## src/rtl/refresh_arbiter.sv

```systemverilog
// refresh_arbiter
//   Merges the host command stream with periodic DDR4 auto-refresh on the
//   4-slot command bus (c0_ddr4_clk domain). A refresh runs as
//   DRAIN -> PREA -> wait tRP -> REF -> wait tRFC and only starts at a
//   command boundary. Host traffic may postpone refresh until POSTPONE_MAX
//   refreshes are owed, after which refresh preempts the host.
//
// Ports
//   clk, rst          clock, synchronous active-high reset
//   ref_en            enables the interval timer and refresh launch
//   cmd_valid/ready   host command handshake
//   cmd_type/ap/bg/bank/row/col  host command fields
//   ddr_*             registered per-slot command flags and addresses;
//                     only slot 0 carries commands, slots 1-3 are NOP
//   ref_pending       refreshes owed
//   ref_issued        REF commands issued by this block (wraps)
//   ref_overflow      sticky: interval expired with the owed count saturated
module refresh_arbiter #(
    parameter int unsigned BG_WIDTH     = 2,
    parameter int unsigned BANK_WIDTH   = 2,
    parameter int unsigned COL_WIDTH    = 10,
    parameter int unsigned ROW_WIDTH    = 17,
    parameter int unsigned T_REFI       = 7800,
    parameter int unsigned T_RP         = 16,
    parameter int unsigned T_RFC        = 350,
    parameter int unsigned T_DRAIN      = 8,
    parameter int unsigned POSTPONE_MAX = 8
) (
    input  logic                    clk,
    input  logic                    rst,
    input  logic                    ref_en,
    input  logic                    cmd_valid,
    output logic                    cmd_ready,
    input  logic [2:0]              cmd_type,
    input  logic                    cmd_ap,
    input  logic [BG_WIDTH-1:0]     cmd_bg,
    input  logic [BANK_WIDTH-1:0]   cmd_bank,
    input  logic [ROW_WIDTH-1:0]    cmd_row,
    input  logic [COL_WIDTH-1:0]    cmd_col,
    output logic [3:0]              ddr_write,
    output logic [3:0]              ddr_read,
    output logic [3:0]              ddr_pre,
    output logic [3:0]              ddr_act,
    output logic [3:0]              ddr_ref,
    output logic [3:0]              ddr_zq,
    output logic [3:0]              ddr_nop,
    output logic [3:0]              ddr_ap,
    output logic [3:0]              ddr_pall,
    output logic [4*BG_WIDTH-1:0]   ddr_bg,
    output logic [4*BANK_WIDTH-1:0] ddr_bank,
    output logic [4*COL_WIDTH-1:0]  ddr_col,
    output logic [4*ROW_WIDTH-1:0]  ddr_row,
    output logic [3:0]              ref_pending,
    output logic [31:0]             ref_issued,
    output logic                    ref_overflow
);

    localparam int unsigned TimerW = (T_REFI > 1) ? $clog2(T_REFI) : 1;
    localparam int unsigned CntMax =
        (T_RFC > T_DRAIN) ? ((T_RFC > T_RP) ? T_RFC : T_RP)
                          : ((T_DRAIN > T_RP) ? T_DRAIN : T_RP);
    localparam int unsigned CntW = $clog2(CntMax + 1);

    localparam logic [TimerW-1:0] TimerLast = TimerW'(T_REFI - 1);
    localparam logic [CntW-1:0]   DrainLoad = CntW'(T_DRAIN);
    // PREA itself is the first of the T_RP cycles, so the wait is one shorter.
    localparam logic [CntW-1:0]   RpLoad    = CntW'(T_RP - 1);
    localparam logic [CntW-1:0]   RfcLoad   = CntW'(T_RFC);
    localparam logic [CntW-1:0]   CntOne    = CntW'(1);
    localparam logic [3:0]        PendMax   = 4'(POSTPONE_MAX);

    localparam logic [2:0] CmdNop  = 3'd0;
    localparam logic [2:0] CmdAct  = 3'd1;
    localparam logic [2:0] CmdRd   = 3'd2;
    localparam logic [2:0] CmdWr   = 3'd3;
    localparam logic [2:0] CmdPre  = 3'd4;
    localparam logic [2:0] CmdPrea = 3'd5;
    localparam logic [2:0] CmdRef  = 3'd6;
    localparam logic [2:0] CmdZq   = 3'd7;

    typedef enum logic [2:0] {
        StIdle,
        StDrain,
        StPrea,
        StWaitRp,
        StRef,
        StWaitRfc
    } state_e;

    state_e              state_q;
    logic [CntW-1:0]     cnt_q;
    logic [TimerW-1:0]   timer_q, timer_d;
    logic [3:0]          pending_q, pending_d;
    logic [31:0]         issued_q, issued_d;
    logic                overflow_q, overflow_d;

    // Slot 0 registered command
    logic                   wr_q, rd_q, pre_q, act_q, ref_q, zq_q, nop_q, ap_q, pall_q;
    logic [BG_WIDTH-1:0]    bg_q;
    logic [BANK_WIDTH-1:0]  bank_q;
    logic [COL_WIDTH-1:0]   col_q;
    logic [ROW_WIDTH-1:0]   row_q;

    logic expire, go_ref, accept, ref_fire;

    assign expire   = ref_en && (timer_q == TimerLast);
    assign go_ref   = ref_en && (pending_q != 4'd0) && (!cmd_valid || (pending_q >= PendMax));
    assign cmd_ready = !rst && (state_q == StIdle) && !go_ref;
    assign accept   = cmd_valid && cmd_ready;
    assign ref_fire = (state_q == StRef);

    // Interval timer and refresh bookkeeping
    always_comb begin
        timer_d    = timer_q;
        pending_d  = pending_q;
        issued_d   = issued_q;
        overflow_d = overflow_q;

        if (!ref_en || expire) begin
            timer_d = '0;
        end else begin
            timer_d = timer_q + 1'b1;
        end

        if (expire && (pending_q >= PendMax)) begin
            overflow_d = 1'b1;
        end

        // Expire and REF in the same cycle cancel out.
        if (expire && !ref_fire) begin
            if (pending_q < PendMax) begin
                pending_d = pending_q + 4'd1;
            end
        end else if (ref_fire && !expire && (pending_q != 4'd0)) begin
            pending_d = pending_q - 4'd1;
        end

        if (ref_fire) begin
            issued_d = issued_q + 32'd1;
        end
    end

    always_ff @(posedge clk) begin
        if (rst) begin
            timer_q    <= '0;
            pending_q  <= '0;
            issued_q   <= '0;
            overflow_q <= 1'b0;
        end else begin
            timer_q    <= timer_d;
            pending_q  <= pending_d;
            issued_q   <= issued_d;
            overflow_q <= overflow_d;
        end
    end

    // Sequencer with registered slot-0 outputs
    always_ff @(posedge clk) begin
        if (rst) begin
            state_q <= StIdle;
            cnt_q   <= '0;
            wr_q    <= 1'b0;
            rd_q    <= 1'b0;
            pre_q   <= 1'b0;
            act_q   <= 1'b0;
            ref_q   <= 1'b0;
            zq_q    <= 1'b0;
            nop_q   <= 1'b1;
            ap_q    <= 1'b0;
            pall_q  <= 1'b0;
            bg_q    <= '0;
            bank_q  <= '0;
            col_q   <= '0;
            row_q   <= '0;
        end else begin
            // Slot 0 idles as NOP unless something below issues.
            wr_q   <= 1'b0;
            rd_q   <= 1'b0;
            pre_q  <= 1'b0;
            act_q  <= 1'b0;
            ref_q  <= 1'b0;
            zq_q   <= 1'b0;
            nop_q  <= 1'b1;
            ap_q   <= 1'b0;
            pall_q <= 1'b0;
            bg_q   <= '0;
            bank_q <= '0;
            col_q  <= '0;
            row_q  <= '0;

            unique case (state_q)
                StIdle: begin
                    if (go_ref) begin
                        cnt_q   <= DrainLoad;
                        state_q <= StDrain;
                    end else if (accept) begin
                        if (cmd_type != CmdNop) begin
                            nop_q  <= 1'b0;
                            bg_q   <= cmd_bg;
                            bank_q <= cmd_bank;
                        end
                        unique case (cmd_type)
                            CmdNop:  ;
                            CmdAct: begin
                                act_q <= 1'b1;
                                row_q <= cmd_row;
                            end
                            CmdRd: begin
                                rd_q  <= 1'b1;
                                ap_q  <= cmd_ap;
                                col_q <= cmd_col;
                            end
                            CmdWr: begin
                                wr_q  <= 1'b1;
                                ap_q  <= cmd_ap;
                                col_q <= cmd_col;
                            end
                            CmdPre:  pre_q <= 1'b1;
                            CmdPrea: begin
                                pre_q  <= 1'b1;
                                pall_q <= 1'b1;
                            end
                            CmdRef:  ref_q <= 1'b1;
                            CmdZq:   zq_q  <= 1'b1;
                        endcase
                    end
                end
                StDrain: begin
                    cnt_q <= cnt_q - 1'b1;
                    if (cnt_q == CntOne) begin
                        state_q <= StPrea;
                    end
                end
                StPrea: begin
                    pre_q  <= 1'b1;
                    pall_q <= 1'b1;
                    nop_q  <= 1'b0;
                    if (T_RP == 1) begin
                        state_q <= StRef;
                    end else begin
                        cnt_q   <= RpLoad;
                        state_q <= StWaitRp;
                    end
                end
                StWaitRp: begin
                    cnt_q <= cnt_q - 1'b1;
                    if (cnt_q == CntOne) begin
                        state_q <= StRef;
                    end
                end
                StRef: begin
                    ref_q   <= 1'b1;
                    nop_q   <= 1'b0;
                    cnt_q   <= RfcLoad;
                    state_q <= StWaitRfc;
                end
                StWaitRfc: begin
                    cnt_q <= cnt_q - 1'b1;
                    if (cnt_q == CntOne) begin
                        state_q <= StIdle;
                    end
                end
                default: state_q <= StIdle;
            endcase
        end
    end

    assign ddr_write = {3'b000, wr_q};
    assign ddr_read  = {3'b000, rd_q};
    assign ddr_pre   = {3'b000, pre_q};
    assign ddr_act   = {3'b000, act_q};
    assign ddr_ref   = {3'b000, ref_q};
    assign ddr_zq    = {3'b000, zq_q};
    assign ddr_nop   = {3'b111, nop_q};
    assign ddr_ap    = {3'b000, ap_q};
    assign ddr_pall  = {3'b000, pall_q};
    assign ddr_bg    = {{(3*BG_WIDTH){1'b0}}, bg_q};
    assign ddr_bank  = {{(3*BANK_WIDTH){1'b0}}, bank_q};
    assign ddr_col   = {{(3*COL_WIDTH){1'b0}}, col_q};
    assign ddr_row   = {{(3*ROW_WIDTH){1'b0}}, row_q};

    assign ref_pending  = pending_q;
    assign ref_issued   = issued_q;
    assign ref_overflow = overflow_q;

endmodule

```

## config.mk

```make
export PLATFORM = sky130hd
export DESIGN_NAME = refresh_arbiter
export DESIGN_NICKNAME = d
export VERILOG_FILES = /design/src/rtl/refresh_arbiter.sv
export SDC_FILE = /design/constraint.sdc
export NUM_CORES = 1
export LEC_CHECK = 0
export BUFFER_PORTS_ARGS = -buffer_cell sky130_fd_sc_hd__buf_4
export CORE_AREA = 2 2 106 108
export DETAILED_ROUTE_END_ITERATION = 12
export DIE_AREA = 0 0 108 110
export GPL_TIMING_DRIVEN = 0
export HOLD_SLACK_MARGIN = 0.08
export PLACE_DENSITY = 0.95
export SYNTH_ARGS = -nofsm -noshare
export SYNTH_HDL_FRONTEND = slang
export SYNTH_SLANG_ARGS = --single-unit
```

## constraint.sdc

```tcl
create_clock -name clk -period 4.21 [get_ports clk]
set_input_delay 0.2105 -clock clk [delete_from_list [all_inputs] [get_ports clk]]
set_output_delay 0.2105 -clock clk [all_outputs]
set_load 0.01 [all_outputs]
```

# Word-level counts from Yosys, hierarchy flattened
# Index checks and enable logic that the tools add are counted.
# op_classes
magnitude_cmp	2
mux	30
reduce_logical	35
n_eq_ne	19
n_addsub	5
bitwise	5
# ops
cell	count
9-bit one-hot mux with 4 select lines	1
32-bit by 1-bit adder with 32-bit output, second input constant	1
3-bit equality test, second input constant	6
3-bit one-hot mux with 6 select lines	1
1-bit 2-to-1 mux	16
5-bit OR reduction	3
13-bit by 1-bit adder with 13-bit output, second input constant	1
13-bit equality test, second input constant	1
3-bit by 2-bit equality test with 1-bit output, second input constant	4
3-bit 2-to-1 mux	4
4-bit 2-to-1 mux	3
1-bit logical AND	10
9-bit by 1-bit equality test with 1-bit output, second input constant	1
9-bit 2-to-1 mux	1
9-bit by 1-bit subtractor with 9-bit output, second input constant	1
2-bit inequality test, second input constant	4
1-bit one-hot mux with 2 select lines	4
4-bit nonzero test	2
2-bit OR reduction	4
3-bit by 1-bit equality test with 1-bit output, second input constant	2
1-bit zero test	6
1-bit inverter	5
4-bit by 1-bit adder with 4-bit output, second input constant	1
4-bit greater-or-equal comparator, second input constant	1
other kinds (11)	13
# totals
elab_cells	115
output_inout_bits	198
register_bits	102

# Depth between registers and ports, before layout
# Gate-level depths: netlist of run 1.
# logic_depth
word_depth	9
mapped_depth	9
ltp_nobuf	9

# Worst setup path after synthesis of run 1
# OpenSTA, ideal clock, no wires.
# synth_timing
path_kind	register to register
startpoint	register issued_q[0], in the netlist ref_issued[0]
endpoint	register issued_q[24], in the netlist ref_issued[24]
synth_period_minus_slack_ns	2.160
t_arrival_ns	2.037
path_slack_ns	2.050
path_stages_with_launch	7
n_path_buf	1
setup_ns	0.123
path_cell_list	dfxtp_1 ha_1 and4_1 or4b_2 clkbuf_1 nor3_1 mux2_1
# synth_between
elab_chain_len	1
# synth_lines
item	line_no	source
start, declared	94	logic [31:0] issued_q, issued_d;
start signal, assigned	152	issued_q <= issued_d;
32-bit by 1-bit adder with 32-bit output	139	issued_d = issued_q + 32'd1;
# No other way between the ends.
# A chain may end at the register's enable or synchronous reset.

# Worst setup path in the final report of run 1
# layout_timing
startpoint	register state_q[2]
endpoint	register pending_q[3], in the netlist ref_pending[3]
# layout_between
elab_chain_len	5
word_cells_on_any_way	9
classes_between	eq/ne: 2; mux: 1; reduce/logical: 6
# layout_lines
item	line_no	source
start, declared	90	state_e state_q;
start signal, assigned	160	state_q <= StIdle;
start signal, assigned	195	state_q <= StDrain;
start signal, assigned	231	state_q <= StPrea;
3-bit equality test (*)	110	assign ref_fire = (state_q == StRef);
1-bit zero test or 1-bit logical AND (tied branches)	130, 134	
1-bit logical AND, on equally long branches	130, 134	
2-bit by 1-bit inequality test with 1-bit output (no source line) or 2-bit nonzero test (tied branches)	-	
2-bit AND reduction (no source line)	-	
end signal, assigned	151	pending_q <= pending_d;
end, declared	93	logic [3:0] pending_q, pending_d;
# Every way passes the cells marked *; elsewhere a longest branch is shown, timed or not.

==> results of run 1 <==
Yosys cell counts (3+ instances only):
master	instances
ha_1	6
clkbuf_1	21
o21ai_0	14
nor2_1	43
a21oi_1	17
a31oi_1	5
xor2_1	10
nor3b_1	3
nand3b_1	3
mux2_1	5
or2_2	8
and4_1	3
nor3_1	16
or3_1	11
mux2i_1	3
nor4_1	15
and2_1	38
dfxtp_1	102
xnor2_1	14
inv_1	14
o41ai_1	7
nor2b_1	6
o31ai_1	3
and3_1	6
buf_4	129
nand3_1	15
or4_1	5
nand2_1	25
o21a_1	5
o311ai_1	7
nand4_1	16
worst max path at each step:
stage	start	to	depth (start not counted)	slack [ns]
final	state_q[2]	ref_pending[3]	9	1.77
after global routing	state_q[2]	row_q[16]	7	1.61
after CTS	state_q[2]	ref_pending[3]	9	1.82
after detailed placement	state_q[2]	ref_pending[3]	9	1.83
after global placement	state_q[2]	row_q[15]	7	1.91
after floorplan	ref_issued[0]	ref_issued[24]	6	2.05
power by group:
group          switching, mW  leakage (nW)  internal (mW)
sequential            0.0380         0.824           1.00
clock                  0.317         0.109          0.341
combinational          0.248          2.54          0.235
total                  0.603          3.47           1.58
kinds of logic after synthesis:
kind of cell | share of synthesized area [%]
AOI/OAI and AO/OA | 9.44
DFF | 38.4
adders and majority gates | 1.79
and+or+nand+nor | 23.4
xor gates and xnor gates | 3.95
other | 0.141
buffers and inverters | 21.1
muxes | 1.84
what timing repair did:
action / 4_1_cts / 5_1_grt
resized for setup: 0 / 0
hold buffers: 31 / 0
hold endpoints to repair: 31 / 0
worst max-delay path, delay by kind of cell, from the launching register on:
kind,cells,cell delay (ns)
and+or+nand+nor,3,0.59
adders and majority gates,1,0.33
AOI/OAI and AO/OA,3,0.49
buffers and inverters,2,0.62
DFF,1,0.30
final cells by class:
class / instances / area, sq um / area share (%)
clock buffer: 14 / 183 / 2.49
inverter: 14 / 52.6 / 0.716
sequential: 102 / 2040 / 27.8
multi-input combinational: 457 / 2600 / 35.4
tap: 140 / 175 / 2.39
clock inverter: 2 / 37.5 / 0.512
buffer: 153 / 1070 / 14.6
timing repair buffer: 147 / 1180 / 16.1
sequential cells by signal, summed over array words and instances (netlist names):
| name | count |
|---|---|
| ap_q | 1 |
| col_q | 10 |
| timer_q | 13 |
| bg_q | 2 |
| rd_q | 1 |
| ref_issued | 32 |
| wr_q | 1 |
| zq_q | 1 |
| row_q | 17 |
| bank_q | 2 |
| state_q | 3 |
| nop_q | 1 |
| ref_overflow | 1 |
| ref_pending | 4 |
| pall_q | 1 |
| ref_q | 1 |
| cnt_q | 9 |
| act_q | 1 |
| pre_q | 1 |
per-layer routing:
| layer | routed length, um | share of wire [%] | global-route usage (%) |
|---|---|---|---|
| met5 | 0 | 0 | 0 |
| met4 | 265 | 2.0 | 7.97 |
| met3 | 937 | 7.2 | 4.76 |
| met2 | 6970 | 54 | 39.9 |
| met1 | 4820 | 37 | 23.7 |
through the flow:
stage	area, sq um	power [mW]	worst slack (ns)	cells
after floorplan	5760	1.40	2.05	726
after global placement	6800	1.49	1.91	982
after detailed placement	6800	1.50	1.83	982
after CTS	7330	2.18	1.82	1029
after global routing	7330	2.29	1.61	1029
final	7330	2.18	1.77	1029
==> key figures, run 1 <==
STA
  – Final setup TNS: 0 ns
  – Max Fclk: 410 MHz
  – Max-slew headroom: 57.8%
  – Finish-stage setup viols: 0
  – Hold Slack: around 0.096 ns
  – Max-slew violations: 0
  – Final Skew: 0.00625 ns
  – Slew at the pin with the worst max-slew slack: 0.632 ns
  – RSZ-0062 raised after global routing: no
  – Min Clock Period, post-route: 2.44 ns
  – Period utilization: 57.9%
  – Endpoints failing hold: 0

Layout
  – Layout cells sized above 1: ~31%
  – Core Util, Final: 68.6%
  – Synth-to-Final Area Change: 38.0%
  – Diodes inserted: 0
  – Final #Nets: 930
  – Most frequent cells in the layout: buf_4, conb_1, dfxtp_1, nor2_1, and2_1
  – Commonest non-fill, non-tap cell in the layout: buf_4
  – Filler cells: ~850

Critical path
  – CP Capture Type: register
  – Startpoint types: register
  – Crit Path Class: register to register
  – Flop2flop setup slack: between 1.5 and 2 ns
  – Crit path cell chain: buf_2, or3b_1, clkbuf_1, nand3_1, ha_1, a21o_1, a21oi_1, nand4b_1, o311ai_0
  – CP max-delay cell: clkbuf_1
  – Reg-to-Reg End: ref_pending[3]
  – CP Data Required Time: 4.47 ns
  – R2R cell count: 9
  – CP peak stage delay: roughly 0.47 ns
  – Worst path arrival time: 2.70 ns
  – Worst-path fanout max: 10
  – R2R Path Start: state_q[2]

Synth
  – Synth Flop Type: dfxtp_1
  – Gate Count Post-Synth: a little over 600
  – Avg Cell Area, Syn: 8.74 sq um
  – Asr flop ratio synth: 0%
  – Post-Syn Area: 0.00532 sq mm
  – Area share of the leading cell type in the synthesized netlist: roughly two fifths
  – Yosys top cell by area: dfxtp_1
  – Synth Register Bits: about 100
  – Post-synth EDFFs: 0
  – Largest cells by area after synthesis: dfxtp_1, buf_4, and2_1
  – Post-synthesis sequential area ratio: 38.4%
  – Post-synth cell types: 57
  – Syn. warnings: 0

Global route
  – First-pass GRT wire length: approximately 20000 um
  – Global route overflow: 0
  – Vias in the first global route: 4443
  – Gr usage total: 21.4%
  – Initial antenna violation count: 0
  – Largest net degree at the start of global routing: 16

Clock network
  – Post-CTS Setup Inserts: 0
  – Worst-case clock buffer depth: 2
  – Total number of H-tree levels: 3
  – Clock latency on the worst-skew pair: 0.35 ns
  – CTS tree: yes
  – CTS clk-pin slew, worst paths: roughly 0.09 ns
  – Clock buffer count from CTS: 9
  – Clock Sinks: roughly 100
  – Root Buffer Master: clkbuf_8

Floorplan
  – I/O pins: 237
  – Initial Utilization: 49.7%
  – Die height: 110 um
  – Total die area: between 0.01 and 0.015 sq mm
  – Core Area: roughly 0.011 sq mm
  – Die W: approximately 110 um
  – Row cnt: 38

Min path
  – Hold-critical path depth: 2
  – Hold Startpoint: cmd_row[5]
  – Hold Path End: row_q[5]
  – Hold Path Class: primary input to register

Route
  – Antenna viol nets, final: 0
  – DRC: 0
  – Initial DRT Pass Iterations: 5
  – Vias/cell: 4.72
  – Wire per inst: 12.6 um
  – Drt total wl: 13000 um
  – Initial drt markers: 409
  – DR vias: 4860

Place
  – Placer congestion estimate: 0.901
  – PortBufs: around 120
  – Post-DP HPWL: 9450 um

Job
  – Max Cap Viol: 0

Outcome
  – Outcome: finished clean

Power and ir drop
  – PwrDens: 298 mW/mm^2
  – Peak supply drop: 197 uV
  – Leakage: 3.47 nW
No activity file was read; power rests on OpenSTA's default activity.
==> run 2, diff against run 1 <==
--- a/config.mk
+++ b/config.mk
@@ -6,12 +6,12 @@
 export NUM_CORES = 1
 export LEC_CHECK = 0
 export BUFFER_PORTS_ARGS = -buffer_cell sky130_fd_sc_hd__buf_4
-export CORE_AREA = 2 2 106 108
+export CORE_AREA = 2 2 115 117
 export DETAILED_ROUTE_END_ITERATION = 12
-export DIE_AREA = 0 0 108 110
+export DIE_AREA = 0 0 117 119
 export GPL_TIMING_DRIVEN = 0
 export HOLD_SLACK_MARGIN = 0.08
-export PLACE_DENSITY = 0.95
+export PLACE_DENSITY = 0.86
 export SYNTH_ARGS = -nofsm -noshare
 export SYNTH_HDL_FRONTEND = slang
 export SYNTH_SLANG_ARGS = --single-unit
==> constraint.sdc (replaced) <==
create_clock -name clk -period 2 [get_ports clk]
set_input_delay 0.1 -clock clk [delete_from_list [all_inputs] [get_ports clk]]
set_output_delay 0.1 -clock clk [all_outputs]
set_load 0.01 [all_outputs]
==> run 2 against run 1 <==
- the run now ends with setup timing left
- design area is 9.7% higher
- non-clock buffer count grew 18
- combinational power up 120%
- critical path depth shrank 4
- via count up 1.7%
- routed wire length grew 7.9%
- die area grew 17%
- critical endpoint is now ref_issued[18]
- largest cell class unchanged
- largest power group unchanged
==> key figures, run 2 (synthesized netlist as in run 1, its figures left out) <==
Global route
  – Gr usage total: 19.0% (-2.3 points)
  – Global route overflow: 0 (unchanged)
  – Vias in the first global route: 4525 (+1.8%)
  – First-pass GRT wire length: 21300 um (+5.0%)
  – Met3 usage: 2.49% (-2.3 points)
  – Largest net degree at the start of global routing: 19 (+3)
  – Met1 Usage GRT: 22.0% (-1.7 points)
  – GRT busiest layer: met2
  – GR Util met2: 34.2% (-5.7 points)
  – Initial antenna violation count: 0 (unchanged)

Clock network
  – Clock Sinks: 102 (unchanged)
  – CTS clk-pin slew, worst paths: 0.07 ns (-0.02 ns)
  – Clock buffer count from CTS: 9 (unchanged)
  – Total number of H-tree levels: 3 (unchanged)
  – Worst-case clock buffer depth: 2 (unchanged)
  – CTS tree: yes
  – Root Buffer Master: clkbuf_16
  – Clock latency on the worst-skew pair: 0.34 ns (about the same)

Min path
  – Hold Path End: col_q[9]
  – Hold-critical path depth: 3 (+1)
  – Hold Startpoint: cmd_type[2]
  – Hold Path Class: primary input to register

STA
  – Slew at the pin with the worst max-slew slack: 0.756 ns (+0.124 ns)
  – Min setup slack post-route: -0.0730 ns (-1.84 ns)
  – Finish-stage setup viols: 6 (+6)
  – Min Clock Period, post-route: 2.07 ns (-0.366 ns)
  – Final Skew: 0.00810 ns (+0.00185 ns)
  – Max-slew violations: 0 (unchanged)
  – Endpoints failing hold: 0 (unchanged)
  – Max-slew headroom: 49.6% (-8.1 points)
  – Max Fclk: 482 MHz (+18%)
  – RSZ-0062 raised after global routing: yes
  – Period utilization: 104% (+46 points)

Layout
  – Commonest non-fill, non-tap cell in the layout: buf_4
  – Max reg flops: 32 (unchanged)
  – Filler cells: 1067 (+25%)
  – Core Util, Final: 62.5% (-6.1 points)
  – Final instance area: 0.00805 sq mm (+9.7%)
  – Post-Layout Cell Count: 1083 (+5.2%)
  – Layout cells sized above 1: 39.0% (+7.9 points)
  – Diodes inserted: 0 (unchanged)
  – Most frequent cells in the layout: buf_4, conb_1, dfxtp_1, nor2_1, and2_1
  – Synth-to-Final Area Change: 51.4%
  – Final #Nets: 948 (+1.9%)

Critical path
  – R2R Path Start: state_q[0]
  – Startpoint types: register
  – Reg-to-Reg End: ref_issued[18]
  – CP Capture Type: register
  – R2R cell count: 5 (-4)
  – Crit Path Class: register to register
  – Worst-path fanout max: 5 (-5)
  – Flop2flop setup slack: -0.07 ns (-1.84 ns)
  – Worst path arrival time: 2.34 ns (-0.36 ns)
  – CP Data Required Time: 2.27 ns (-2.20 ns)

Place
  – Placed instance count: 1018 (+3.7%)
  – Post-DP HPWL: 9460 um (+0.11%)
  – Placer congestion estimate: 0.811 (-9.9%)
  – Area post-placement: 0.00690 sq mm (+1.5%)
  – PortBufs: 116 (unchanged)

Route
  – Drt total wl: 14000 um (+7.9%)
  – Vias/cell: 4.57 (-3.3%)
  – Initial DRT Pass Iterations: 5 (unchanged)
  – Wire per inst: 12.9 um (+2.5%)
  – Initial drt markers: 256 (-37%)
  – Antenna viol nets, final: 0 (unchanged)
  – DRC: 0 (unchanged)
  – DR vias: 4945 (+1.7%)

Job
  – Max Cap Viol: 0 (unchanged)

Outcome
  – Failing checks: setup timing
  – Outcome: complete, but fails checks

Power and ir drop
  – Leakage: 3.75 nW (+8.0%)
  – PwrDens: 647 mW/mm^2 (+120%)
  – Tot Pwr: 5.21 mW (+140%)
  – Peak supply drop: 396 uV (+100%)

Floorplan
  – Core Area: 0.0129 sq mm (+20%)
  – Initial Utilization: 41.3% (-8.4 points)
  – Die height: 119 um (+8.2%)
  – Total die area: 0.0139 sq mm (+17%)
  – I/O pins: 237 (unchanged)
  – Row cnt: 42 (+11%)
  – Die W: 117 um (+8.3%)
-- run 2: cell count changes in the layout (fill, tap and decap cells not counted), moves of 4 or more --
cell           before  now
dlygate4sd3_1      31   35
clkbuf_16           0    9
dfxtp_2             0   10
nor4_1             15   11
o311ai_1            7    1
dfxtp_4             0   10
clkbuf_8           13    1
buf_4             245  261
dfxtp_1           102   82
clkbuf_1           22   12
nor4_4              0    4
-- run 2: cell type report --
class | count | area, sq um | area share [%]
multi-input cells | 457 | 2900 | 36.0
flip-flops and latches | 102 | 2090 | 26.0
repair buffers | 169 | 1380 | 17.1
plain buffers | 149 | 1080 | 13.4
clock buffers | 9 | 225 | 2.80
well taps | 176 | 220 | 2.74
clock inverters | 7 | 106 | 1.32
inverters | 14 | 52.6 | 0.653
-- run 2: what timing repair did --
item | CTS | global route
hold buffers | 35 | 0
pin swaps | 10 | 13
resized for setup | 41 | 45
cloned | 1 | 0
setup buffers | 7 | 10
endpoints found under the hold margin | 34 | 0
endpoints found under the setup margin | 52 | 48
-- run 2: worst max path at each step --
stage	slack [ns]	to	cells past startpoint	start
6_report	-0.07	ref_issued[18]	5	state_q[0]
5_1_grt	-0.14	ref_pending[3]	8	timer_q[8]
4_1_cts	-0.07	ref_issued[30]	5	state_q[2]
3_5_place_dp	-0.40	row_q[14]	7	state_q[2]
3_3_place_gp	-0.34	row_q[16]	7	state_q[2]
2_1_floorplan	0.0006	ref_issued[31]	5	ref_issued[7]
-- run 2: power breakdown --
group | internal, mW | switching, mW
clock network | 1.12 | 0.814
logic | 0.544 | 0.537
registers | 2.11 | 0.0874
total | 3.77 | 1.44
-- run 2: critical path, stage by stage (launching register included) --
cell,delay (ns)
dfxtp_4,0.36
or3b_4,0.42
or4_4,0.56
buf_6,0.17
or3_1,0.34
a21oi_1,0.14
-- run 2: through the flow --
stage | setup WS (ns) | hold slack, ns | TNS [ns]
6_report | -0.0730 | 0.163 | -0.254
3_3_place_gp | -0.345 | 0.301 | -7.32
4_1_cts | -0.0726 | 0.141 | -0.457
2_1_floorplan | 0.000637 | 0.222 | 0
5_1_grt | -0.141 | 0.165 | -1.10
3_5_place_dp | -0.399 | 0.304 | -9.41
-- run 2: per-layer routing --
metal	vias up	part of all wire (%)
li1	2438	-
met1	2319	39
met2	156	53
met3	32	5.3
met4	0	2.9
met5	-	0
